--- config.mk ---
export PLATFORM = sky130hd
export DESIGN_NAME = led_ctrl
export DESIGN_NICKNAME = d
export VERILOG_FILES = /design/src/rtl/led_ctrl_pkg.sv /design/src/rtl/led_channel.sv /design/src/rtl/led_ctrl.sv
export SDC_FILE = /design/constraint.sdc
export NUM_CORES = 1
export LEC_CHECK = 0
export CAP_MARGIN = 20
export CORE_AREA = 4 4 123 125
export CTS_CLUSTER_DIAMETER = 60
export DETAILED_ROUTE_END_ITERATION = 6
export DIE_AREA = 0 0 127 129
export PLACE_DENSITY = 0.83
export RECOVER_POWER = 25
export SLEW_MARGIN = 20
export SYNTH_ARGS = -nofsm -noshare
export SYNTH_HDL_FRONTEND = slang
export SYNTH_HIERARCHICAL = 1
export SYNTH_SLANG_ARGS = --single-unit
--- constraint.sdc ---
create_clock -name clk -period 8 [get_ports clk]
set_clock_uncertainty 0.05 [all_clocks]
set_input_delay 1.6 -clock clk [delete_from_list [all_inputs] [get_ports clk]]
set_output_delay 1.6 -clock clk [all_outputs]
set_load 0.02 [all_outputs]
--- src/rtl/led_ctrl_pkg.sv ---
// led_ctrl_pkg: shared mode encodings and register addresses for the LED controller
package led_ctrl_pkg;
   typedef enum logic [1:0] {
      LED_OFF   = 2'd0,
      LED_ON    = 2'd1,
      LED_BLINK = 2'd2,
      LED_PWM   = 2'd3
   } led_mode_t;
   localparam int ADDR_DIRECT    = 0;
   localparam int ADDR_BLINK_DIV = 1;
   localparam int ADDR_CH_BASE   = 2;
endpackage

--- src/rtl/led_channel.sv ---
// led_channel: per-LED mode/duty registers and lit-value selection
module led_channel
   import led_ctrl_pkg::*;
#(
   parameter int PWM_BITS = 8
) (
   input  logic                clk,
   input  logic                reset,
   input  logic                direct_we,
   input  logic                direct_bit,
   input  logic                cfg_we,
   input  logic [PWM_BITS+1:0] cfg,
   input  logic                blink_phase,
   input  logic [PWM_BITS-1:0] pwm_cnt,
   output led_mode_t           mode,
   output logic [PWM_BITS-1:0] duty,
   output logic                lit
);
   always_ff @(posedge clk) begin
      if (reset) begin
         mode <= LED_OFF;
         duty <= '0;
      end else if (cfg_we) begin
         mode <= led_mode_t'(cfg[1:0]);
         duty <= cfg[PWM_BITS+1:2];
      end else if (direct_we) begin
         mode <= direct_bit ? LED_ON : LED_OFF;
      end
   end
   always_comb begin
      lit = mode == LED_ON    ? 1'b1 :
            mode == LED_BLINK ? !blink_phase :
            mode == LED_PWM   ? (pwm_cnt < duty) : 1'b0;
   end
endmodule

--- src/rtl/led_ctrl.sv ---
// led_ctrl: bus-mapped LED controller with OFF/ON/BLINK/PWM channels and readback
module led_ctrl
   import led_ctrl_pkg::*;
#(
   parameter int NUM_LEDS        = 6,
   parameter int PWM_BITS        = 8,
   parameter int DATA_W          = 24,
   parameter int ADDR_W          = 5,
   parameter int BLINK_DIV_RESET = 13499999,
   parameter int ACTIVE_LOW      = 1
) (
   input  logic                clk,
   input  logic                reset,
   input  logic                write_enable,
   input  logic                read_enable,
   input  logic [ADDR_W-1:0]   addr,
   input  logic [DATA_W-1:0]   data_in,
   output logic [DATA_W-1:0]   data_out,
   output logic [NUM_LEDS-1:0] led
);
   led_mode_t             mode [NUM_LEDS];
   logic [PWM_BITS-1:0]   duty [NUM_LEDS];
   logic [NUM_LEDS-1:0]   lit;
   logic [DATA_W-1:0]     blink_div, blink_cnt, rd_data;
   logic                  blink_phase;
   logic [PWM_BITS-1:0]   pwm_cnt;
   logic                  direct_we, div_we;
   assign direct_we = write_enable && addr == ADDR_W'(ADDR_DIRECT);
   assign div_we    = write_enable && addr == ADDR_W'(ADDR_BLINK_DIV);
   for (genvar i = 0; i < NUM_LEDS; i++) begin : g_ch
      led_channel #(.PWM_BITS(PWM_BITS)) u_ch (
         .clk        (clk),
         .reset      (reset),
         .direct_we  (direct_we),
         .direct_bit (data_in[i]),
         .cfg_we     (write_enable && addr == ADDR_W'(ADDR_CH_BASE + i)),
         .cfg        (data_in[PWM_BITS+1:0]),
         .blink_phase(blink_phase),
         .pwm_cnt    (pwm_cnt),
         .mode       (mode[i]),
         .duty       (duty[i]),
         .lit        (lit[i])
      );
   end
   always_comb begin
      rd_data = '0;
      if (addr == ADDR_W'(ADDR_DIRECT))
         for (int i = 0; i < NUM_LEDS; i++) rd_data[i] = mode[i] == LED_ON;
      if (addr == ADDR_W'(ADDR_BLINK_DIV)) rd_data = blink_div;
      for (int i = 0; i < NUM_LEDS; i++)
         if (addr == ADDR_W'(ADDR_CH_BASE + i)) rd_data = DATA_W'({duty[i], mode[i]});
   end
   // a BLINK_DIV write restarts the blink period in the lit phase
   always_ff @(posedge clk) begin
      if (reset) begin
         blink_div   <= DATA_W'(BLINK_DIV_RESET);
         blink_cnt   <= '0;
         blink_phase <= 1'b0;
         pwm_cnt     <= '0;
         data_out    <= '0;
         led         <= ACTIVE_LOW != 0 ? '1 : '0;
      end else begin
         pwm_cnt <= pwm_cnt + 1'b1;
         led     <= ACTIVE_LOW != 0 ? ~lit : lit;
         if (read_enable) data_out <= rd_data;
         if (div_we) begin
            blink_div   <= data_in;
            blink_cnt   <= '0;
            blink_phase <= 1'b0;
         end else if (blink_cnt == blink_div) begin
            blink_cnt   <= '0;
            blink_phase <= ~blink_phase;
         end else begin
            blink_cnt <= blink_cnt + 1'b1;
         end
      end
   end
endmodule

### After elaboration in Yosys (flattened, before gate mapping)

Cells that the tools add are included.

* add/sub/neg operators: 2
* order comparisons: 6
* eq/ne operators: 26
* multiplexer cells: 44
* bitwise logic cells: 2
* reduce and logical (&&, ||, !) cells: 18

Operator list (number)
* $mux W24: 7
* $lt A8 B8 Y1: 6
* $add A24 B1 Y24 const B: 1
* $eq A2 B2 Y1 const B: 12
* $eq A24 B24 Y1: 1
* $mux W1: 24
* $mux W2: 12
* $eq A5 B3 Y1 const B: 4
* $eq A2 B1 Y1 const B: 6
* $reduce_bool A2 Y1: 6
* $eq A5 B2 Y1 const B: 2
* $add A8 B1 Y8 const B: 1
* $logic_and A1 B1 Y1: 8
* $mux W6: 1
* $not A6 Y6: 1
* $eq A5 B1 Y1 const B: 1
* $logic_not A5 Y1: 1
* $reduce_or A3 Y1: 1
* $reduce_or A2 Y1: 1
* $logic_not A1 Y1: 1
* $not A1 Y1: 1

* register bits after elaboration: 147
* logic and storage cells: 116

### Longest topological paths before layout

Gate-level depths: netlist of the first run.

* depth in word-level cells: 9
* mapped depth: 9

### Hierarchy

Netlist of the first run, hierarchy kept.

By module, submodules not included
* led_ctrl: instances 1, cells an instance 524, area an instance 4356.7 µm², seq. area each 1741.7 µm²
* led_channel: instances 6, cells an instance 63, area an instance 559.3 µm², seq. area each 200.2 µm²

### Worst setup path before layout of the first run

OpenSTA, ideal clock, no wires.

* path kind: input port to flip-flop
* from: input addr[2]
* to: register g_ch[0].u_ch.mode[0]
* setup time: 128 ps
* data arrival time: 3659 ps
* required time: 7822 ps
* path slack: 4163 ps
* stages: 8
* path buffers: 2
* cell sequence: buf_6 -> or3_1 -> buf_2 -> nor3_1 -> mux2i_1 -> nor2_1 -> a21oi_1 -> nor2_1

* cells in the longest elaborated chain, start to end: 3
* elaborated cells on any way between the ends: 6
* classes of those cells: 1 x eq/ne; 1 x mux; 4 x reduce/logical

RTL lines
* start, declared: line led_ctrl.sv:16 `input logic [ADDR_W-1:0] addr,`
* $logic_not A5 Y1: line led_ctrl.sv:28 `assign direct_we = write_enable && addr == ADDR_W'(ADDR_DIRECT);`
* $logic_and A1 B1 Y1: line led_ctrl.sv:28
* named net direct_we: line led_ctrl.sv:27 `logic direct_we, div_we;`
* $reduce_bool A2 Y1 (no line)
* end signal, assigned: line led_channel.sv:24 `mode <= led_mode_t'(cfg[1:0]);`
* end signal, assigned: line led_channel.sv:27 `mode <= direct_bit ? LED_ON : LED_OFF;`
* end, declared: line led_channel.sv:15 `output led_mode_t mode,`

The timed path passes the listed nets, and every way through them passes these cells.
A chain may end at the register's enable or synchronous reset.

### Final worst setup path of the first run

* from: input reset
* to: register blink_cnt[2]

* cells in the longest elaborated chain, start to end: 1

RTL lines
* start, declared: line led_ctrl.sv:13 `input logic reset,`
* $reduce_or A3 Y1 (no line)
* end signal, assigned: line led_ctrl.sv:74 `blink_cnt <= blink_cnt + 1'b1;`
* end, declared: line led_ctrl.sv:24 `logic [DATA_W-1:0] blink_div, blink_cnt, rd_data;`

No other way between the ends.

==> results of run 1 <==
==> power groups by stage <==
stage | sequential, W | clock [W] | combinational, W
final | 0.000754 | 0.000848 | 0.000131
after global routing | 0.000755 | 0.000892 | 0.000141
after CTS | 0.000754 | 0.000858 | 0.000130
after detailed placement | 0.000770 | 0 | 0.000128
after global placement | 0.000770 | 0 | 0.000127
after floorplan | 0.000769 | 0 | 0.0000773
==> cell families (layout without fill, tap and decap cells) <==
logic type                 Yosys count  in the layout  share of synthesized area
AOI/OAI and AO/OA                  138            138                      0.118
xor gates and xnor gates            52             52                     0.0591
adders and majority gates           44             44                     0.0714
buffers and inverters              108            164                     0.0628
DFF                                147            147                      0.382
muxes                               68             68                     0.0954
and+or+nand+nor                    345            345                      0.212
==> through the flow <==
stage	hold slack (ns)	instance area [sq um]	utilization	cells	total power (W)
CTS	0.422	9010	0.649	1138	0.00174
global route	0.430	9000	0.649	1138	0.00179
floorplan	0.411	7710	-	902	0.000846
detailed placement	0.414	8370	0.603	1106	0.000898
finish	0.415	9000	0.649	1138	0.00173
global placement	0.408	8360	0.602	1105	0.000896
==> synthesized netlist by cell type (2+ instances only) <==
cell	number	area, sq um
dfxtp_1	147	2940
nor2_1	136	510
nand2_1	69	259
inv_1	61	229
mux2i_1	60	601
a21oi_1	52	260
ha_1	44	551
xor2_1	35	307
nor2b_1	25	156
nor3_1	25	125
clkbuf_1	24	90.1
nand3b_1	18	135
o21ai_0	18	90.1
xnor2_1	17	149
nand3_1	16	80.1
a211oi_1	15	113
buf_2	12	60.1
nand2b_1	12	75.1
nand4_1	11	68.8
o21ai_1	11	55.1
nor4_1	10	62.6
and3_1	8	50.1
buf_6	7	78.8
o211ai_1	7	52.6
a211oi_2	6	75.1
o221ai_1	5	43.8
a22oi_1	4	30.0
mux2_1	4	45.0
mux4_2	4	90.1
or3_1	4	25.0
and2_1	3	18.8
and4_1	3	26.3
buf_4	3	22.5
a221oi_1	2	17.5
a311oi_1	2	17.5
a31oi_1	2	12.5
o22ai_1	2	12.5
o32ai_1	2	17.5
==> flip-flops by register name, indices dropped and copies added (netlist names) <==
signal / count
led: 6
g_ch.u_ch/mode: 12
pwm_cnt: 8
blink_div: 24
blink_cnt: 24
data_out: 24
g_ch.u_ch/duty: 48
blink_phase: 1
==> area by class of cell <==
cell class,instances,area [sq um],share of cell area
flip-flops and latches,147,2940,0.327
clock inverters,13,180,0.0200
multi-input cells,647,4300,0.477
inverters,62,233,0.0258
well taps,180,225,0.0250
repair buffers,70,673,0.0748
clock buffers,19,453,0.0503
==> worst max-delay path by stage <==
stage | cells after the start | slack (ns) | startpoint | endpoint
floorplan | 8 | 4.16 | addr[2] | g_ch[0].u_ch/mode[0]
global placement | 6 | 3.52 | addr[2] | blink_cnt[14]
detailed placement | 6 | 3.45 | addr[2] | blink_cnt[14]
CTS | 6 | 3.89 | addr[2] | blink_cnt[2]
global route | 5 | 2.51 | reset | blink_cnt[17]
finish | 5 | 2.83 | reset | blink_cnt[2]
==> placed cells by master (no fill, tap or decap), drive strengths merged, types with 5 or more instances in the layout <==
| master | synthesis | layout |
|---|---|---|
| dfxtp | 147 | 147 |
| nor2 | 137 | 137 |
| nand2 | 69 | 69 |
| inv | 62 | 64 |
| mux2i | 60 | 60 |
| a21oi | 52 | 52 |
| ha | 44 | 44 |
| xor2 | 35 | 35 |
| clkdlybuf4s50 | 0 | 30 |
| dlygate4sd3 | 0 | 30 |
| o21ai | 30 | 30 |
| nor2b | 25 | 25 |
| nor3 | 25 | 25 |
| a211oi | 21 | 21 |
| clkbuf | 24 | 20 |
| nand3b | 18 | 18 |
| xnor2 | 17 | 17 |
| nand3 | 17 | 17 |
| nand2b | 12 | 12 |
| nand4 | 11 | 11 |
| nor4 | 10 | 10 |
| buf | 22 | 9 |
| and3 | 8 | 8 |
| o211ai | 7 | 7 |
| o221ai | 5 | 5 |
==> worst max-delay path, cell delays in order <==
cell	delay (ns)
clkbuf_1	2.36
buf_4	0.73
nor2_2	0.10
o21ai_2	0.39
nor2_1	0.14
==> per-layer routing <==
layer	routed length (um)	vias to the layer above	GRT usage
met3	1610	67	0.0527
met2	9650	300	0.407
met5	0	-	0
li1	-	3174	-
met4	1050	0	0.128
met1	9100	3184	0.355
==> flow_summary_export.csv, run 1 <==
group,metric,value,unit
flow_run,drv_cap,1,
cts,cts_buffers,17,
setup_path,critPathCaptureType,"register",
die,die_x,127,um
cts,ctsHoldBuffers,0,
die,ios,63,
sta,slew-limit-headroom,-1.27,
synthesis,syn_inst,902,
synthesis,synth_edf_count,0,
route,remaining_drc_errors,0,
sta,setup_violations,0,
grt,grt_pass1_vias,6438,
min_path,min_from,"data_out[5]",
sta,final_hold_viol_count,0,
synthesis,synth_cell_types,54,
min_path,hp-class,"reg2reg",
die,initial_utilization,0.556,
synthesis,ys_seq_area_frac,0.382,
power,power.switching,0.000400,W
setup_path,cp.arrival,5.38,ns
power,powerDensity,193,nW/um^2
finish,fillers,1136,
run_status,status,"finished with violations",
sta,finalSetupTns,0,ns
power,internal-power,0.00133,W
min_path,holdPathStages,2,
placement,gp_congestion,0.968,
min_path,min_to,"data_out[5]",
grt,grt_usage,0.264,
power,p_leak,3.32,nW
cts,cts_sinks,147,
synthesis,ys_warn_count,6,
setup_path,r2r_setup_slack,5.80,ns
setup_path,critPathRequiredTime,8.21,ns
run_status,violations,"capacitance limit, slew limit",
cts,htreeDepth,4,
die,die_h,129,um
placement,pre_cts_ws,3.45,ns
setup_path,start_kind,"input port",
route,ant_nets,0,
synthesis,postSynth.asyncResetShare,0,
setup_path,reg2reg_from,"blink_cnt[1]",
cts,root_buffer,"clkbuf_16",
setup_path,r2r_cells,5,
power,ir_drop,0.000175,V
cts,cts_resized,0,
synthesis,synth_nets,979,
setup_path,r2r-end,"blink_cnt[2]",
cts,postCtsSetupRepairBufs,0,
cts,worstSkewPairLatency,0.42,ns
synthesis,syn_area,7710,sq um
synthesis,synth_seq_cells,147,
grt,grt_pass1_wl,34.0,mm
power,clkPwrFrac,0.489,
sta,fin_crit_sh,0.646,
grt,antenna_found_initial,0,
cts,clk_pin_slew_worst_paths,0.06,ns
die,dieArea,16400,sq um
setup_path,critPathKind,"in2reg",
sta,min_period,5.17,ns
power,seqPwrFrac,0.435,
route,dr.pass1.iters,6,
cts,clockBufferDepth,2,
sta,drv_slew,81,
placement,dpl.hpwl,14.5,mm
sta,worst_slack,2.83,ns
power,combPwrFrac,0.076,
placement,port_buffers,62,
die,core_area,13900,sq um
grt,grt-ovfl-total,0,
finish,area_growth,16.8,%
route,totalWireLength,21.4,mm
die,rows,43,
synthesis,synth_flop_cell,"dfxtp_1",
setup_path,critical_path.max_fanout,80,
synthesis,post_synth.cell_area_avg,8.55,sq um
sta,max_freq,0.193,GHz
finish,nets,1022,
route,wl_per_cell,18.8,um
cts,cts_tree,"yes",
grt,grt_max_degree,81,
route,drt_iter0_drc,629,
power,switching_share,0.231,
finish,drive_gt1_frac,0.0626,
sta,tightest_slew,3.40,ns
route,dr_total_vias,6725,
route,drt-vias-per-instance,5.91,
finish,antenna_cells,0,
sta,rsz0062_at_grt,"no",
Note: power is estimated with default switching activity, not from simulation.
==> inputs of run 2 (changes only) <==
Clock period 8 ns to 4.8 ns, I/O delays scaled along.
==> run 2 against run 1 <==
  * The run still ends with capacitance limit, slew limit left
  * Final cell count rose by 0.35%
  * Non-clock buffer count rose by 4
  * Cell area rose by 0.49%
  * Hold slack improved by 0.0028 ns
  * Global-route usage rose by 0.39 points
  * Die area did not move
  * Critical path depth fell by 2
==> flow_summary_export.csv, run 2 (synthesized netlist as in run 1, its figures left out) <==
group,metric,value,unit
die,rows,43,
setup_path,start_kind,"input port",
die,die_x,127,um
sta,final_hold_viol_count,0,
finish,layout_common_cells,"dfxtp_1 (147), nor2_1 (136), nand2_1 (69)",
sta,min_period,3.72,ns
cts,postCtsSetupRepairBufs,0,
die,dieArea,16400,sq um
finish,area_growth,17.3,%
min_path,hp-class,"reg2reg",
run_status,violations,"capacitance limit, slew limit",
sta,slew-limit-headroom,-0.985,
sta,setup_violations,0,
route,wl_per_cell,19.0,um
finish,layout_commonest_cell,"dfxtp_1",
grt,grt-ovfl-total,0,
finish,final_cells,1142,
setup_path,critPathKind,"in2reg",
cts,cts_buffers,17,
power,p_leak,3.33,nW
setup_path,cp.arrival,3.91,ns
route,totalWireLength,21.8,mm
setup_path,path_cells,"clkbuf_1, buf_4, a211oi_1",
route,remaining_drc_errors,0,
sta,tightest_slew,2.98,ns
die,ios,63,
route,ant_nets,0,
setup_path,critical_path.max_fanout,67,
finish,drive_gt1_frac,0.0644,
sta,drv_slew,68,
grt,antenna_found_initial,0,
cts,cts_tree,"yes",
route,drt_iter0_drc,815,
finish,nets,1026,
placement,port_buffers,62,
cts,clockBufferDepth,2,
sta,finalSetupTns,0,ns
placement,dpl.cell_count,1110,
route,dr_total_vias,6804,
die,core_area,13900,sq um
setup_path,critPathRequiredTime,4.99,ns
cts,clk_pin_slew_worst_paths,0.06,ns
grt,grt_max_degree,68,
cts,htreeDepth,4,
placement,dpl.hpwl,15.0,mm
run_status,status,"finished with violations",
sta,rsz0062_at_grt,"no",
cts,worstSkewPairLatency,0.42,ns
placement,gp_congestion,0.991,
sta,worst_slack,1.08,ns
sta,max_freq,0.269,GHz
grt,grt_usage,0.267,
setup_path,slowest_delay,2.07,ns
cts,cts_sinks,147,
route,dr.pass1.iters,5,
grt,grt_pass1_vias,6414,
cts,ctsHoldBuffers,0,
placement,pre_cts_ws,1.24,ns
route,drt-vias-per-instance,5.96,
die,die_h,129,um
cts,root_buffer,"clkbuf_16",
power,powerDensity,325,nW/um^2
cts,cts_resized,0,
grt,grt_pass1_wl,34.5,mm
finish,antenna_cells,0,
die,initial_utilization,0.556,
setup_path,cpMaxStageDelayCell,"clkbuf_1",
finish,largest_register_ffs,48,
sta,fin_crit_sh,0.775,
setup_path,critPathCaptureType,"register",
flow_run,drv_cap,1,
finish,registers.top_by_ff_count,"g_ch.u_ch/duty",
power,ir_drop,0.000265,V
[run 2: per-stage QoR]
step                 util  total power (W)  cell area, sq um  hold slack [ns]
global placement    0.605          0.00149              8400            0.401
finish              0.652          0.00294              9050            0.417
global route        0.652          0.00303              9050            0.439
detailed placement  0.605          0.00150              8400            0.415
floorplan               -          0.00141              7710            0.411
CTS                 0.652          0.00295              9050            0.423
[run 2: worst max-delay path: cells and delay by family]
| family | cells | cell delay (ns) |
|---|---|---|
| AOI/OAI and AO/OA | 1 | 0.10 |
| buffers and inverters | 2 | 2.81 |
[run 2: final cells by class]
| cell class | count | area (sq um) |
|---|---|---|
| clock buffer | 18 | 429 |
| inverter | 62 | 233 |
| clock inverter | 14 | 224 |
| multi-input combinational | 647 | 4300 |
| fill | 1133 | 4830 |
| sequential | 147 | 2940 |
| timing repair buffer | 74 | 699 |
| tap | 180 | 225 |
[run 2: final timing paths]
kind | depth (start not counted) | from | to | slack, ns
setup reg to reg | 5 | blink_cnt[12] | blink_cnt[13] | 2.48
setup / recovery | 3 | reset | data_out[8] | 1.08
hold / removal | 2 | data_out[4] | data_out[4] | 0.42
hold reg to reg | 2 | data_out[4] | data_out[4] | 0.42
[run 2: routing by layer]
layer	up-vias	wire [um]	GRT usage	share of wire
met4	0	862	0.103	0.040
met1	3231	9240	0.349	0.43
met5	-	0	0	0
met2	312	10100	0.436	0.47
met3	74	1500	0.0556	0.069
li1	3187	-	-	-
[run 2: power by group]
group          switching (W)  leakage (nW)  total [W]  internal [W]
sequential         0.0000224          1.19    0.00126       0.00124
clock               0.000536         0.304    0.00147      0.000930
combinational       0.000126          1.84   0.000217     0.0000912
